$ cat src/rtl/pc_fetch.sv
// pc_fetch -- instruction-fetch stage feeding the IF/ID pipeline register.
//
// Owns the PC and drives a synchronous-read instruction SRAM with a 1-cycle
// read latency. Every cycle it presents the previous cycle's request
// (if_pc/if_inst) to IF/ID and issues the next request.
//
// Next-request priority: flush > stall[0] > branch > pending branch > pc+PC_INC.
// Branches use delay-slot semantics, so the fetch already in flight is never
// killed. While stalled, the returned instruction is buffered in hold_q so
// the SRAM is never re-read.
//
// Ports:
//   clk, rst          clock; synchronous active-high reset
//   stall[5:0]        pipeline stall vector; only bit 0 (PC/IF) is used here
//   flush, new_pc     exception-unit redirect, highest priority
//   branch_flag_i     taken branch/jump from ID
//   branch_target_i   its target address
//   inst_sram_*       SRAM request (en/wen/addr) and returned data (rdata)
//   if_pc, if_inst    instruction presented to IF/ID (if_inst=0 when invalid)
//   if_valid          if_pc/if_inst carry a real instruction
//   if_excp_adel      fetch address error
//   dbg_state         current FSM state (BOOT=0, RUN=1, HOLD=2)
//
// Optional feature: define IF_ADDR_ALIGN_CHECK_EN to trap misaligned fetch
// addresses. A misaligned address is not sent to the SRAM; the next cycle
// reports it on if_excp_adel, and fetch parks there until a flush. Without
// the macro, if_excp_adel stays 0 and address bits [1:0] go to the SRAM as-is.
//
// Handshake: there is no valid/ready pair. Each cycle with if_valid=1 is
// one instruction offered to IF/ID. stall[0]=1 means IF/ID did not take it,
// so the same if_pc/if_inst is offered again until stall[0] falls.
module pc_fetch #(
  parameter logic [31:0] RESET_PC = 32'hBFC00000,
  parameter logic [31:0] PC_INC   = 32'd4
) (
  input  logic        clk,
  input  logic        rst,
  input  logic [5:0]  stall,
  input  logic        flush,
  input  logic [31:0] new_pc,
  input  logic        branch_flag_i,
  input  logic [31:0] branch_target_i,
  output logic        inst_sram_en,
  output logic [3:0]  inst_sram_wen,
  output logic [31:0] inst_sram_addr,
  input  logic [31:0] inst_sram_rdata,
  output logic [31:0] if_pc,
  output logic [31:0] if_inst,
  output logic        if_valid,
  output logic        if_excp_adel,
  output logic [1:0]  dbg_state
);

`ifdef IF_ADDR_ALIGN_CHECK_EN
  localparam bit ALIGN_CHECK = 1'b1;
`else
  localparam bit ALIGN_CHECK = 1'b0;
`endif

  typedef enum logic [1:0] {
    BOOT = 2'd0,
    RUN  = 2'd1,
    HOLD = 2'd2
  } state_t;

  state_t      state_q, state_d;
  logic [31:0] pc_q, pc_d;
  logic [31:0] hold_q, hold_d;
  logic        br_pend_q, br_pend_d;
  logic [31:0] br_tgt_q, br_tgt_d;
  logic        adel_q, adel_d;   // pc_q is a misaligned address that was never fetched

  logic        req;
  logic [31:0] req_addr;
  logic [31:0] seq_addr;
  logic        req_bad;

  // Only stall[0] concerns the fetch stage.
  logic unused_stall;
  assign unused_stall = ^stall[5:1];

  assign inst_sram_wen = 4'b0000;
  assign dbg_state     = state_q;

  // Address for a normal (non-flush) advance: a live branch beats a pending one.
  assign seq_addr = branch_flag_i ? branch_target_i :
                    br_pend_q     ? br_tgt_q        :
                                    pc_q + PC_INC;

  assign req_bad = ALIGN_CHECK && (req_addr[1:0] != 2'b00);

  always_comb begin
    state_d        = state_q;
    pc_d           = pc_q;
    hold_d         = hold_q;
    br_pend_d      = br_pend_q;
    br_tgt_d       = br_tgt_q;
    adel_d         = adel_q;
    req            = 1'b0;
    req_addr       = 32'h0;
    inst_sram_en   = 1'b0;
    inst_sram_addr = 32'h0;
    if_pc          = 32'h0;
    if_inst        = 32'h0;
    if_valid       = 1'b0;
    if_excp_adel   = 1'b0;

    // Outputs are held at 0 during reset; the registers reset in always_ff.
    if (!rst) begin
      case (state_q)
        BOOT: begin
          req      = 1'b1;
          req_addr = RESET_PC;
          state_d  = RUN;
        end

        RUN, HOLD: begin
          if_pc    = pc_q;
          if_valid = 1'b1;
          if (adel_q) begin
            if_excp_adel = 1'b1;
          end else begin
            if_inst = (state_q == HOLD) ? hold_q : inst_sram_rdata;
          end

          if (flush) begin
            // The data returning this cycle is squashed; the redirect is
            // issued now, so the next cycle's data is already the new stream.
            req          = 1'b1;
            req_addr     = new_pc;
            br_pend_d    = 1'b0;
            state_d      = RUN;
            if_valid     = 1'b0;
            if_inst      = 32'h0;
            if_excp_adel = 1'b0;
          end else if (adel_q) begin
            // Parked on a faulting address until a flush arrives.
            state_d = RUN;
          end else if (stall[0]) begin
            if (state_q == RUN) begin
              hold_d = inst_sram_rdata;
            end
            state_d = HOLD;
            if (branch_flag_i) begin
              br_pend_d = 1'b1;
              br_tgt_d  = branch_target_i;
            end
          end else begin
            req       = 1'b1;
            req_addr  = seq_addr;
            br_pend_d = 1'b0;
            state_d   = RUN;
          end
        end

        default: state_d = BOOT;
      endcase

      if (req) begin
        inst_sram_en   = !req_bad;
        inst_sram_addr = req_addr;
        pc_d           = req_addr;
        adel_d         = req_bad;
      end
    end
  end

  always_ff @(posedge clk) begin
    if (rst) begin
      state_q   <= BOOT;
      pc_q      <= 32'h0;
      hold_q    <= 32'h0;
      br_pend_q <= 1'b0;
      br_tgt_q  <= 32'h0;
      adel_q    <= 1'b0;
    end else begin
      state_q   <= state_d;
      pc_q      <= pc_d;
      hold_q    <= hold_d;
      br_pend_q <= br_pend_d;
      br_tgt_q  <= br_tgt_d;
      adel_q    <= adel_d;
    end
  end

endmodule
$ cat config.mk
export PLATFORM = sky130hd
export DESIGN_NAME = pc_fetch
export DESIGN_NICKNAME = d
export VERILOG_FILES = /design/src/rtl/pc_fetch.sv
export SDC_FILE = /design/constraint.sdc
export NUM_CORES = 1
export LEC_CHECK = 0
export BUFFER_PORTS_ARGS = -buffer_cell sky130_fd_sc_hd__buf_4
export CORE_MARGIN = 2
export CORE_UTILIZATION = 55
export CTS_CLUSTER_SIZE = 14
export DETAILED_ROUTE_END_ITERATION = 8
export PLACE_DENSITY = 0.87
export RECOVER_POWER = 100
export SYNTH_ARGS = -nofsm -noshare
export SYNTH_HDL_FRONTEND = slang
export SYNTH_SLANG_ARGS = --single-unit
$ cat constraint.sdc
create_clock -name clk -period 3.61 [get_ports clk]
set_clock_uncertainty 0.15 [all_clocks]
set_input_delay 0 -clock clk [delete_from_list [all_inputs] [get_ports clk]]
set_output_delay 0 -clock clk [all_outputs]
set_load 0.03 [all_outputs]
After elaboration in Yosys (flattened, before gate mapping)
Cells that the tools add are included.
- output and inout port bits: 105
- flip-flop bits (word level): 99
- eq/ne operators: 3
- add/sub/neg operators: 1
- multiplexer cells: 28
- bitwise operators: 1
- reduce and logical (&&, ||, !) cells: 5
- operator list (cell ; number):
    $mux W32 ; 12
    $pmux W32 S2 ; 1
    $add A32 B3 Y32 const B ; 1
    $mux W1 ; 11
    $reduce_and A4 Y1 ; 2
    $mux W2 ; 2
    $pmux W2 S2 ; 1
    $ne A3 B1 Y1 const B ; 1
    $eq A2 B1 Y1 const B ; 1
    $eq A2 B2 Y1 const B ; 1
    $logic_not A2 Y1 ; 1
    $pmux W1 S2 ; 1
    $reduce_and A2 Y1 ; 1
    $reduce_or A2 Y1 ; 1
    $not A1 Y1 ; 1

Logic depth before layout (Yosys ltp)
- depth in word-level cells: 8
- mapped depth: 9
- mapped depth without buffers: 7

Worst setup path after synthesis
Ideal clock, no wire load.
- path type: reg2reg
- start: register state_q[0], in the netlist dbg_state[0]
- end: register pc_q[21]
- path slack: 0.062 ns
- period minus slack after synthesis: 3.548 ns
- arrival time: 3.334 ns
- cell stages (with the launch flop): 8
- buffers on the path: 1
- setup time: 0.064 ns
- cell sequence: dfxtp_1 > inv_1 > ha_1 > buf_2 > or3b_2 > or3_1 > o41ai_1 > a21o_1
- word-level cells in the longest chain between the ends: 4
- RTL lines (what ; line ; RTL):
    from (decl) ; 66 ; state_t state_q, state_d;
    from (signal assigned) ; 177 ; state_q <= state_d;
    $eq A2 B2 Y1 or $eq A2 B1 Y1 (tied branches) ; 110 ; case (state_q)
    $reduce_or A2 Y1 ; 110 ;
    $pmux W1 S2 ; 110 ;
    $mux W1 ; 109 ; if (!rst) begin
    to (signal assigned) ; 178 ; pc_q <= pc_d;
    to (decl) ; 67 ; logic [31:0] pc_q, pc_d;
Parallel ways exist; a longest one is shown, timed or not. The select of a mux whose other input is x is not followed.
A chain may end at the register's enable or synchronous reset.

Final worst setup path
- start: register pc_q[7]
- end: output port inst_sram_addr[29]
- word-level cells in the longest chain between the ends: 8
- RTL lines (what ; line ; RTL):
    $add A32 B3 Y32 ; 88 ; pc_q + PC_INC;
    $mux W32 ; 87 ; br_pend_q ? br_tgt_q :
    $mux W32 ; 86 ; assign seq_addr = branch_flag_i ? branch_target_i :
    $mux W32 ; 139 ; end else if (stall[0]) begin
    $mux W32 ; 126 ; if (flush) begin
    $pmux W32 S2 ; 110 ;
    $mux W32 ; 159 ; if (req) begin
    $mux W32 ; 109 ;
    to (decl) ; 45 ; output logic [31:0] inst_sram_addr,
No other way between the ends.

==> impl_metrics.prom <==
# TYPE chip_impl_metric gauge
chip_impl_metric{name="flow.area_growth_from_synthesis",unit="%"} 37.90
chip_impl_metric{name="grt_start_max_net_pins",unit=""} 80
chip_impl_metric{name="grt.total_usage",unit=""} 0.3701
chip_impl_metric{name="yosys.area.top_type_share",unit=""} 0.3236
chip_impl_metric{name="floorplan.rows",unit=""} 38
chip_impl_metric{name="fmax",unit="MHz"} 294.5
chip_impl_metric{name="finish.net_count",unit=""} 1223
chip_impl_info{name="cpLargestDelayFamily",value="simple AND/OR/NAND/NOR gates"} 1
chip_impl_metric{name="postSynthAreaPerCell",unit="um^2"} 7.113
chip_impl_metric{name="floorplan.die_area",unit="um^2"} 12000
chip_impl_info{name="ys_top_cells_by_count",value="210 x sky130_fd_sc_hd__nand2_1, 99 x sky130_fd_sc_hd__dfxtp_1, 81 x sky130_fd_sc_hd__a21oi_1"} 1
chip_impl_metric{name="signal_arrival_time_at_the_worst_endpoint",unit="ns"} 3.25
chip_impl_metric{name="io_pins",unit=""} 211
chip_impl_metric{name="power",unit="mW"} 2.631
chip_impl_metric{name="postSynth.asyncResetShare",unit=""} 0
chip_impl_metric{name="router_iterations_before_antenna_repair",unit=""} 6
chip_impl_metric{name="clkTransAtPathRegs",unit="ns"} 0.10
chip_impl_metric{name="cts.sinks",unit=""} 99
chip_impl_metric{name="relative_slew_slack",unit=""} -0.1293
chip_impl_info{name="timing.rr.end",value="pc_q[25]$_SDFFE_PP0P_"} 1
chip_impl_metric{name="power_density",unit="nW/um^2"} 311.6
chip_impl_metric{name="timing.final.crit_period",unit="ns"} 3.395
chip_impl_info{name="violations",value="capacitance limit, slew limit"} 1
chip_impl_info{name="clock_tree_from_tritoncts",value="built"} 1
chip_impl_metric{name="final_critical_path_setup_slack",unit="ns"} 0.2148
chip_impl_info{name="postSynth.topFlopCell",value="sky130_fd_sc_hd__dfxtp_1"} 1
chip_impl_metric{name="cp_data_required_time",unit="ns"} 3.46
chip_impl_metric{name="setup-tns-final",unit="ns"} 0
chip_impl_metric{name="yosysWarnings",unit=""} 0
chip_impl_metric{name="drc_errors",unit=""} 0
chip_impl_metric{name="maxCapViolCount",unit=""} 1
chip_impl_metric{name="first_global_vias",unit=""} 7192
chip_impl_metric{name="numPortBuffers",unit=""} 200
chip_impl_metric{name="max_stage_delay",unit="ns"} 0.60
chip_impl_metric{name="post_synth_instance_area",unit="um^2"} 6125
chip_impl_metric{name="synth_cell_type_count",unit=""} 63
chip_impl_metric{name="cts_made_buffers",unit=""} 9
chip_impl_metric{name="layout-drive-gt1-share",unit=""} 0.1468
chip_impl_metric{name="critical_path_depth",unit=""} 7
chip_impl_metric{name="path_buf_inv",unit=""} 2
chip_impl_metric{name="final-setup-viol-count",unit=""} 0
chip_impl_metric{name="static_leakage",unit="nW"} 3.276
chip_impl_metric{name="hpwl",unit="mm"} 13.74
chip_impl_metric{name="finalHoldViolCount",unit=""} 0
chip_impl_metric{name="synth_sequential_area_ratio",unit=""} 0.3236
chip_impl_info{name="r2r-start",value="dbg_state[0]$_SDFF_PP0_"} 1
chip_impl_metric{name="drt.antenna.violating_nets",unit=""} 0
chip_impl_metric{name="final_min_period_over_clock_period",unit=""} 0.9405
chip_impl_info{name="cts.root.buffer_cell",value="sky130_fd_sc_hd__clkbuf_8"} 1
chip_impl_info{name="crit_end",value="inst_sram_addr[29]"} 1
chip_impl_info{name="start_kind",value="flip-flop"} 1
chip_impl_metric{name="r2r.worst_path.cells",unit=""} 7
chip_impl_metric{name="globalRoute.totalOverflow",unit=""} 0
chip_impl_info{name="critical_path.endpoint_type",value="primary output"} 1
chip_impl_metric{name="report.final.slew_viol_count",unit=""} 33
chip_impl_info{name="post-synth-top-area-cell",value="sky130_fd_sc_hd__dfxtp_1"} 1
chip_impl_info{name="post_synth_main_area_contributors",value="sky130_fd_sc_hd__dfxtp_1 32%, sky130_fd_sc_hd__nand2_1 13%, sky130_fd_sc_hd__a21oi_1 6.6%"} 1
chip_impl_info{name="timing.setup.critical_path_class",value="flip-flop to primary output"} 1
chip_impl_metric{name="post_placement_setup_slack",unit="ns"} 0.7050
chip_impl_metric{name="gp_routability_congestion",unit=""} 0.9774
chip_impl_metric{name="routed_via_density",unit=""} 6.001
chip_impl_metric{name="wl_per_cell",unit="um"} 18.02
chip_impl_info{name="crit_slowest_cell",value="sky130_fd_sc_hd__or4_1"} 1
chip_impl_metric{name="clk_path_buf_depth",unit=""} 2
chip_impl_info{name="yosysMostFrequentCell",value="sky130_fd_sc_hd__nand2_1"} 1
chip_impl_metric{name="yosys_register_bits",unit=""} 99
chip_impl_metric{name="route.final.wire_length",unit="mm"} 22.65
chip_impl_info{name="rsz0062_at_grt",value="false"} 1
chip_impl_metric{name="htree_num_levels",unit=""} 3
chip_impl_metric{name="grt_first_pass_wirelength",unit="mm"} 34.66
chip_impl_info{name="run_status",value="finished, violations left"} 1
chip_impl_metric{name="grt_antenna_before_repair",unit=""} 0
chip_impl_metric{name="clk_latency_worst_skew_pair",unit="ns"} 0.37
chip_impl_metric{name="die_y",unit="um"} 109.5
chip_impl_metric{name="tightest_slew",unit="ns"} 1.693
chip_impl_metric{name="ff2ff_setup_slack",unit="ns"} 0.25
chip_impl_metric{name="die_w",unit="um"} 109.5
chip_impl_metric{name="critPathMaxFanout",unit=""} 11
chip_impl_metric{name="detailedRoute.firstIterationViolations",unit=""} 802
chip_impl_info{name="cp_cell_sequence",value="nand4_1, or4_1, clkbuf_2, or3_1, o2111a_1, nor4b_2, buf_4"} 1
chip_impl_metric{name="total_number_of_vias",unit=""} 7543
chip_impl_metric{name="synth_enable_flop_cells",unit=""} 0
chip_impl_info{name="timing.critical_path.from",value="pc_q[7]$_SDFFE_PP0P_"} 1
chip_impl_metric{name="max-vdd-ir-drop",unit="mV"} 0.2735
chip_impl_metric{name="initial_utilization",unit=""} 0.5650
chip_impl_info{name="hp-class",value="input pin to flip-flop"} 1
chip_impl_metric{name="final_cell_count_no_fill",unit=""} 1257
chip_impl_metric{name="core",unit="um^2"} 10840
chip_impl_metric{name="syn_inst",unit=""} 861
chip_impl_metric{name="placed_cells_incl_taps",unit=""} 1148
chip_impl_metric{name="antenna_cells",unit=""} 0
-- cells by family after synthesis --
group	after synthesis	share of synthesized area
compound gates	218	0.2264
xor+xnor	13	0.01859
fa+ha+maj	5	0.01021
buf+inv	87	0.05700
flops	99	0.3236
mux	35	0.05720
other cells	1	0.0006123
simple gates	403	0.3064
-- area by class of cell --
cell class	count	area [um^2]
Clock buffer	11	141.4
Multi-Input combinational cell	679	3801
Tap cell	140	175.2
Fill cell	822	2395
Clock inverter	5	38.79
Inverter	18	67.56
Sequential cell	99	1982
Timing Repair Buffer	305	2240
-- how the worst min path moves through the flow --
stage / slack (ns) / from / cells past startpoint / end
final: 0.02 / new_pc[19] / 5 / pc_q[19]$_SDFFE_PP0P_
after global routing: 0.04 / new_pc[19] / 5 / pc_q[19]$_SDFFE_PP0P_
after detailed placement: 0.07 / new_pc[7] / 3 / pc_q[7]$_SDFFE_PP0P_
after global placement: 0.07 / new_pc[7] / 3 / pc_q[7]$_SDFFE_PP0P_
after CTS: 0.01 / new_pc[26] / 4 / pc_q[26]$_SDFFE_PP0P_
after floorplan: -0.02 / new_pc[7] / 2 / pc_q[7]$_SDFFE_PP0P_
-- layer usage --
metal / vias to the layer above / part of all wire / global-route usage
li1: 3499 / - / -
met1: 3490 / 0.37 / 0.4209
met2: 444 / 0.49 / 0.6468
met3: 110 / 0.080 / 0.06639
met4: 0 / 0.051 / 0.2161
met5: - / 0 / 0
-- worst reg2reg max path: cells and delay by family, from the launching register on --
| family | cells | cell delay, ns |
|---|---|---|
| compound gates | 4 | 1.56 |
| buf+inv | 2 | 0.75 |
| flops | 1 | 0.40 |
| fa+ha+maj | 1 | 0.42 |
-- sequential cells by signal (all words and copies together), names as in the netlist --
name       count
br_pend_q      1
pc_q          32
hold_q        32
dbg_state      2
br_tgt_q      32
-- placed cells by master, fill, tap and decap left out, types with 4 or more instances in the layout --
cell type and instances:
sky130_fd_sc_hd__nand2_1 210, sky130_fd_sc_hd__buf_4 135, sky130_fd_sc_hd__dfxtp_1 99, sky130_fd_sc_hd__dlygate4sd3_1 93
sky130_fd_sc_hd__a21oi_1 81, sky130_fd_sc_hd__clkbuf_1 73, sky130_fd_sc_hd__nor2_1 55, sky130_fd_sc_hd__o21ai_0 39
sky130_fd_sc_hd__mux2i_1 35, sky130_fd_sc_hd__and2_0 21, sky130_fd_sc_hd__a21o_1 20, sky130_fd_sc_hd__and2_1 18
sky130_fd_sc_hd__inv_1 17, sky130_fd_sc_hd__nand3_1 17, sky130_fd_sc_hd__nor3_1 15, sky130_fd_sc_hd__a22oi_1 13
sky130_fd_sc_hd__nor4_1 12, sky130_fd_sc_hd__xnor2_1 10, sky130_fd_sc_hd__clkbuf_8 10, sky130_fd_sc_hd__nand4_1 9
sky130_fd_sc_hd__or3_1 8, sky130_fd_sc_hd__o211ai_1 8, sky130_fd_sc_hd__nor2b_1 7, sky130_fd_sc_hd__a221oi_1 7
sky130_fd_sc_hd__and3_1 6, sky130_fd_sc_hd__a31oi_1 6, sky130_fd_sc_hd__nand2b_1 5, sky130_fd_sc_hd__o31a_1 5
sky130_fd_sc_hd__conb_1 5, sky130_fd_sc_hd__clkbuf_2 5, sky130_fd_sc_hd__and4_1 4, sky130_fd_sc_hd__o31ai_1 4
sky130_fd_sc_hd__ha_1 4, sky130_fd_sc_hd__clkinvlp_4 4
-- timing repair --
item,CTS,global route
setup buffers,0,0
hold buffers,93,0
hold endpoints to repair,92,0
endpoints found under the setup margin,0,1
resized for setup,0,1
-- report_power, final --
group          internal, mW  switching, mW  leakage (nW)
clock network         0.271          0.412        0.0778
logic                 0.302          0.436          2.39
registers              1.14         0.0668         0.805
-- metrics by stage --
stage               cell area (um^2)  hold slack, ns  utilization
detailed placement              7634         0.07297       0.7042
finish                          8446         0.02481       0.7791
CTS                             8745         0.01384       0.8067
floorplan                       6140        -0.02292            -
global route                    8446         0.03966       0.7791
global placement                7634         0.07164       0.7042
(Power assumes the default switching activity.)
